`src/rtl/ifetch_unit.sv`:
```
// Instruction fetch unit: issues one aligned fetch per program-counter value,
// waits (with timeout) for memory, presents the word to decode, and holds
// the PC until decode accepts it. Misalignment and timeouts park in ERR
// until a flush redirects the fetch stream.
module ifetch_unit #(
    parameter int TIMEOUT = 16
) (
    input  logic        clk,
    input  logic        reset,
    input  logic [31:0] pc_addr,
    output logic        pc_stall,
    output logic        mem_req,
    output logic [31:0] mem_addr,
    input  logic        mem_ack,
    input  logic [31:0] mem_rdata,
    input  logic        flush,
    output logic [31:0] instr,
    output logic [31:0] instr_addr,
    output logic        instr_valid,
    input  logic        instr_ready,
    output logic        fetch_err
);

    // Wait counter only needs to reach TIMEOUT-1.
    localparam int CW = (TIMEOUT > 2) ? $clog2(TIMEOUT) : 1;
    localparam logic [CW-1:0] WAIT_LAST = CW'(TIMEOUT - 1);

    typedef enum logic [1:0] {
        IDLE,
        REQ,
        HOLD,
        ERR
    } state_t;

    state_t        state, state_next;
    logic [CW-1:0] wait_cnt, wait_cnt_next;
    logic          mem_req_next;
    logic [31:0]   mem_addr_next;
    logic [31:0]   instr_next;
    logic [31:0]   instr_addr_next;
    logic          instr_valid_next;
    logic          fetch_err_next;

    // The PC may advance only on the cycle decode takes the held instruction.
    assign pc_stall = !(reset && !flush && instr_ready && (state == HOLD));

    // Next-state and next-output computation; flush overrides every state.
    always_comb begin
        state_next       = state;
        wait_cnt_next    = wait_cnt;
        mem_req_next     = mem_req;
        mem_addr_next    = mem_addr;
        instr_next       = instr;
        instr_addr_next  = instr_addr;
        instr_valid_next = instr_valid;
        fetch_err_next   = fetch_err;

        if (flush) begin
            state_next       = IDLE;
            wait_cnt_next    = '0;
            mem_req_next     = 1'b0;
            instr_valid_next = 1'b0;
            fetch_err_next   = 1'b0;
        end else begin
            case (state)
                IDLE: begin
                    mem_addr_next = pc_addr;
                    wait_cnt_next = '0;
                    if (pc_addr[1:0] != 2'b00) begin
                        state_next     = ERR;
                        mem_req_next   = 1'b0;
                        fetch_err_next = 1'b1;
                    end else begin
                        state_next   = REQ;
                        mem_req_next = 1'b1;
                    end
                end
                REQ: begin
                    if (mem_ack) begin
                        state_next       = HOLD;
                        instr_next       = mem_rdata;
                        instr_addr_next  = mem_addr;
                        instr_valid_next = 1'b1;
                        mem_req_next     = 1'b0;
                    end else if (wait_cnt == WAIT_LAST) begin
                        state_next     = ERR;
                        mem_req_next   = 1'b0;
                        fetch_err_next = 1'b1;
                    end else begin
                        wait_cnt_next = wait_cnt + 1'b1;
                    end
                end
                HOLD: begin
                    if (instr_ready) begin
                        state_next       = IDLE;
                        instr_valid_next = 1'b0;
                    end
                end
                ERR: begin
                    mem_req_next     = 1'b0;
                    instr_valid_next = 1'b0;
                    fetch_err_next   = 1'b1;
                end
                default: begin
                    state_next = IDLE;
                end
            endcase
        end
    end

    // State and output registers with synchronous active-low reset.
    always_ff @(posedge clk) begin
        if (!reset) begin
            state       <= IDLE;
            wait_cnt    <= '0;
            mem_req     <= 1'b0;
            mem_addr    <= '0;
            instr       <= '0;
            instr_addr  <= '0;
            instr_valid <= 1'b0;
            fetch_err   <= 1'b0;
        end else begin
            state       <= state_next;
            wait_cnt    <= wait_cnt_next;
            mem_req     <= mem_req_next;
            mem_addr    <= mem_addr_next;
            instr       <= instr_next;
            instr_addr  <= instr_addr_next;
            instr_valid <= instr_valid_next;
            fetch_err   <= fetch_err_next;
        end
    end

endmodule

```
`config.mk`:
```
export PLATFORM = sky130hd
export DESIGN_NAME = ifetch_unit
export DESIGN_NICKNAME = d
export VERILOG_FILES = /design/src/rtl/ifetch_unit.sv
export SDC_FILE = /design/constraint.sdc
export NUM_CORES = 1
export LEC_CHECK = 0
export ABC_AREA = 1
export CAP_MARGIN = 20
export CORE_MARGIN = 2
export CORE_UTILIZATION = 36
export CTS_CLUSTER_SIZE = 30
export DETAILED_ROUTE_END_ITERATION = 10
export GPL_TIMING_DRIVEN = 1
export PLACE_DENSITY = 0.72
export SKIP_CTS_REPAIR_TIMING = 1
export SYNTH_ARGS = -nofsm -noshare
export SYNTH_HDL_FRONTEND = slang
export SYNTH_SLANG_ARGS = --single-unit
```
`constraint.sdc`:
```
create_clock -name clk -period 1.5 [get_ports clk]
set_input_delay 0.375 -clock clk [delete_from_list [all_inputs] [get_ports clk]]
set_output_delay 0.375 -clock clk [all_outputs]
set_load 0.02 [all_outputs]
```
==> run metrics, run 1 <==
Post-Synth Simple-Gate Area=0.236; post-synthesis sequential area ratio=0.527; Tightest Hold Check Type=reg -> reg; Hold EP=fetch_err; Max Fclk=606 MHz; post-route ant nets=0; Crit Path Max Fanout=8; vias in the first global route=between 3000 and 4000; dpl cells=a little over 800; Layout area overhead=87.0%; Setup CP Type=in -> reg; clock root buffer master=clkbuf_8; total track usage=0.183; Max Cap Viol=0; Via Count=4164; FF-to-FF End=instr[12]; P_leak=4.55 nW; R2R depth=10; Post-Syn Instances=506; final setup violation count=74; first-pass GRT wire length=17300 µm; die area=between 10000 and 15000 µm²; Power Dens Cells=between 800 and 900 nW/µm²; Cell Count, Final, Fillers Out=854; Cell Area, Synth=3990 µm²; Placer Congestion=0.825; Adder-Cell Fraction of Synth Area=0.0220; reg2reg start=state[1]; complex-gate fraction of the synthesized area=0.138; warning count from the yosys run=0; RSZ-0062 raised after global routing=yes; DR vias/cell=4.88; hold-critical path depth=2; Final Critical Period=1650 ps; Total Power=about 6.7 mW; synthesized flop and latch total=105; Cell Rows=38; GRT Residual Overflow=0; worst vdd ir=0.693 mV; # diodes=0; DIE WIDTH=109 µm; NumNets Final=786; hpwl dp=7720 µm; clock skew=12.0 ps; # H-tree levels=3; DRT iter0 DRCs=212; initial antenna violation count=0; Yosys cell types=23; core area=10800 µm²; relative slew slack=0.440; failing checks=setup timing; Final period util=1.10; Ports=169; Mapped Nets=between 500 and 600; final wirelength=14400 µm; CTS sink count=105; DR WL/cell=roughly 17 µm; pre-CTS WS=-496 ps; proportion of synthesized area in mux cells=0; CP Capture Type=register; clock buffer depth=2; CP arrival=1950 ps; register clock-pin slew on the reported worst setup and hold paths=110 ps; die height=approximately 110 µm; Hold Slack=466 ps; final hold vios=0; Worst Max-Slew Pin Slew=~840 ps; result of the run=finished, violations left; crit path launch type=input port; Critical Path RT=1800 ps; Slew Viols, Final=0; starting density of the core=0.368; IO buf count=168; pin count of the biggest net entering global routing=between 90 and 100; CTS Buf Count=9; Final WS setup=-150 ps; HP Start=fetch_err; TritonCTS clock tree=built; fill count=roughly 800; layout cells sized above 1=0.255; setup total negative slack=-6490 ps; syn avg cell area=~7.9 µm²; main combinational cell family by area after synthesis=simple AND/OR/NAND/NOR gates; Post-route DRC=0; Worst-Skew Late Latency=360 ps; Synth Area in XOR/XNOR=0; worst reg2reg setup slack=-130 ps; DRT Pass-1 Iters=4
-- worst max-delay path by stage --
| stage | from | endpoint | slack, ps | cells after the start |
|---|---|---|---|---|
| after detailed placement | flush | pc_stall | -500 | 4 |
| after global routing | state[1] | instr_addr[15] | -200 | 10 |
| after CTS | state[0] | pc_stall | -530 | 4 |
| after global placement | flush | pc_stall | -500 | 4 |
| final | mem_ack | instr[12] | -150 | 8 |
| after floorplan | state[1] | instr_addr[10] | 90 | 9 |
-- final cells by class --
| type | instances | area (µm²) | share of cell area |
|---|---|---|---|
| timing repair inverter | 1 | 11.3 | 0.00151 |
| tap | 140 | 175 | 0.0235 |
| sequential | 105 | 2100 | 0.282 |
| clock inverter | 4 | 76.3 | 0.0102 |
| inverter | 14 | 83.8 | 0.0112 |
| timing repair buffer | 221 | 2810 | 0.377 |
| multi-input combinational | 358 | 2060 | 0.276 |
| clock buffer | 11 | 141 | 0.0190 |
-- cells in the final DEF, fill, tap and decap left out, types with 10 or more instances in the layout --
master	netlist	final
buf_4	2	13
o21ai_0	82	41
nand2_1	22	22
buf_12	1	11
nor2_1	205	152
o21ai_2	1	41
dlymetal6s2s_1	0	99
clkbuf_8	0	10
dfxtp_1	105	104
o21ai_1	16	16
clkbuf_16	0	14
clkdlybuf4s50_1	0	67
nor2_4	2	29
nor2_2	1	27
-- registers in the layout, indices dropped and copies added, names as in the netlist --
signal,count
instr,32
instr_addr,32
mem_addr,32
wait_cnt,4
state,2
fetch_err,1
instr_valid,1
mem_req,1
-- worst max-delay path, stage by stage --
cell and delay [ps]:
clkdlybuf4s50_1 620, nand2_4 80, nor2_4 180, buf_12 200, buf_12 120, clkbuf_16 130
o21ai_0 90, nor2_1 140
-- per-layer routing --
layer / vias to the layer above / global-route usage / wire length, µm
met4: 0 / 0.0552 / 278
met5: - / 0 / 0
li1: 2036 / - / -
met3: 23 / 0.0436 / 943
met2: 143 / 0.322 / 7220
met1: 1962 / 0.220 / 6000
-- synth_stat cells, drive strengths merged --
cell type,instances,area [µm²]
a21boi,1,7.51
a21oi,9,45.0
buf,18,204
clkbuf,12,48.8
dfxtp,105,2100
ha,7,87.6
inv,14,52.6
nand2,24,95.1
nand3,8,40.0
nand4,1,6.26
nor2,208,798
o21ai,99,499
-- logic make-up (layout without fill, tap and decap cells) --
group | Yosys count | after routing
compound gates | 109 | 109
fa+ha+maj | 7 | 7
buf+inv | 44 | 251
flops | 105 | 105
simple gates | 241 | 242
-- through the flow --
stage | cell area, µm² | util
after detailed placement | 5800 | 0.535
after global routing | 7450 | 0.688
final | 7450 | 0.688
after floorplan | 3990 | -
after global placement | 5800 | 0.535
after CTS | 6020 | 0.555
-- power breakdown --
part	switching, mW	internal [mW]
Combinational	0.812	0.816
Sequential	0.152	2.96
Clock	0.945	0.986
(Power assumes the default switching activity.)
==> inputs of run 2 (changes only) <==
--- a/config.mk
+++ b/config.mk
@@ -9,11 +9,10 @@
 export CAP_MARGIN = 20
 export CORE_MARGIN = 2
 export CORE_UTILIZATION = 36
-export CTS_CLUSTER_SIZE = 30
+export CTS_CLUSTER_SIZE = 8
 export DETAILED_ROUTE_END_ITERATION = 10
 export GPL_TIMING_DRIVEN = 1
 export PLACE_DENSITY = 0.72
-export SKIP_CTS_REPAIR_TIMING = 1
 export SYNTH_ARGS = -nofsm -noshare
 export SYNTH_HDL_FRONTEND = slang
 export SYNTH_SLANG_ARGS = --single-unit
==> run 2 against run 1 <==
Effect of this change:
- the run still ends with setup timing left
- critical path depth rose by 3
- clock power about the same
- count of clock-buffer cells in the layout stayed put
- clock skew rose by 0.71 ps
- global-route usage is 4.7 points higher
- fmax grew 2.0%
- critical path type is now reg -> reg
- largest cell class unchanged
==> run metrics, run 2 (synthesized netlist as in run 1, its figures left out) <==
crit-path most repeated cell=buf_12; failing checks=setup timing; # diodes=0; Max Fclk=618 MHz; Power Dens Cells=924 nW/µm²; clock skew=12.7 ps; crit path capture=instr[23]; first-pass GRT wire length=21100 µm; DIE WIDTH=roughly 110 µm; reg2reg start=state[1]; register clock-pin slew on the reported worst setup and hold paths=roughly 100 ps; Via Count=4168; Comb pwr share=0.237; DR vias/cell=4.84; NetSw=1.90 mW; Critical Path RT=1770 ps; final hold vios=0; IO buf count=168; die area=11900 µm²; clock power share=0.293; fill count=887; starting density of the core=0.368; Cell Count, Final, Fillers Out=861; CTS Buf Count=9; clock buffer depth=2; CP Capture Type=register; NumNets Final=793; CP max stage cell=dfxtp_2; GRT Residual Overflow=0; DR WL/cell=16.0 µm; Tightest Hold Check Type=reg -> reg; layout cells sized above 1=0.261; # H-tree levels=3; DRT Pass-1 Iters=4; Worst-Skew Late Latency=350 ps; Max Cap Viol=0; register area=2100 µm²; Ports=169; Layout area overhead=79.1%; crit path launch type=register; most common cell after layout, fill and taps aside=nor2_1; final wirelength=13800 µm; final core occ=0.659; Final period util=1.08; worst vdd ir=0.530 mV; RSZ-0062 raised after global routing=yes; Multi-input gate area=2010 µm²; CP arrival=roughly 1900 ps; worst reg2reg setup slack=-120 ps; Setup CP Type=reg -> reg; pre-CTS WS=-496 ps; P_leak=3.30 nW; WP buf/inv=6; pin count of the biggest net entering global routing=just under 100; worst stage delay on the critical path=340 ps; dpl cells=806; DRT iter0 DRCs=between 200 and 300; Reg power frac=0.470; Placer Congestion=0.825; Top Registers=instr (32), instr_addr (32), mem_addr (32); result of the run=finished, violations left; post-route ant nets=0; Switching Fraction=0.288; die height=109 µm; cells along the critical path=buf_6 > inv_6 > ha_4 > nand2_4 > nor2_4 > buf_6 > buf_12 > buf_12 > buf_12 > o21ai_2 > nor2_1; Levels on crit path=11; Worst Max-Slew Pin Slew=1050 ps; final setup violation count=63; crit path launch=state[1]; R2R depth=11; commonest cells after routing, fill and taps aside=nor2_1, dfxtp_1, dlygate4sd2_1; Cell Rows=38; core area=approximately 11000 µm²; Final WS setup=-118 ps; CTS sink count=105; TritonCTS clock tree=built; initial antenna violation count=0; Slew Viols, Final=0; internal power=4.69 mW; Crit Path Max Fanout=5; total track usage=0.229; Final Critical Period=1620 ps; vias in the first global route=between 4000 and 5000; Post-route DRC=0; Top delay family on crit path=buffers and inverters; relative slew slack=0.303; hpwl dp=7720 µm; FF-to-FF End=instr[23]; clock root buffer master=clkbuf_8
## run 2: power groups by stage
stage / clock (mW) / sequential [mW] / combinational, mW
after global placement: 0 / 3.12 / 1.25
after detailed placement: 0 / 3.13 / 1.27
after CTS: 1.96 / 3.08 / 1.53
after global routing: 2.09 / 3.12 / 1.67
final: 1.93 / 3.10 / 1.56
after floorplan: 0 / 3.33 / 0.403
## run 2: how the worst min path moves through the flow
stage / startpoint / to / slack [ps] / cells after the start
global placement: fetch_err / fetch_err / 440 / 2
CTS: fetch_err / fetch_err / 470 / 2
detailed placement: fetch_err / fetch_err / 460 / 2
floorplan: wait_cnt[1] / wait_cnt[1] / 490 / 2
finish: fetch_err / fetch_err / 470 / 2
global route: fetch_err / fetch_err / 480 / 2
## run 2: through the flow
stage	total power [mW]	instance area, µm²	hold slack (ps)	setup TNS, ps
floorplan	3.73	3990	489	0
global placement	4.38	5800	443	-25550
detailed placement	4.41	5800	458	-28560
CTS	6.57	7010	470	-5380
global route	6.89	7140	484	-8290
finish	6.60	7140	467	-2740
## run 2: worst min-delay path, stage by stage, from the launching register on
cell and delay (ps):
dfxtp_1 330, inv_1 50, a21oi_1 50
## run 2: routing by layer
layer	track usage	vias to the layer above	wire (µm)
li1	-	2055	-
met1	0.278	1952	5740
met2	0.408	137	7050
met3	0.0466	24	755
met4	0.0696	0	264
met5	0	-	0
## run 2: timing repair
action                                  4_1_cts  5_1_grt
cloned                                       20        2
endpoints found under the setup margin      201      124
pin swaps                                    45       43
setup buffers                                19        6
gates resized for setup                     257      105
hold buffers                                  0        0
## run 2: cell type report
type	instances	area share
clock inverters	4	0.0107
inverters	14	0.0110
flip-flops and latches	105	0.295
well taps	140	0.0245
repair inverters	1	0.00280
repair buffers	228	0.354
clock buffers	11	0.0198
multi-input cells	358	0.282
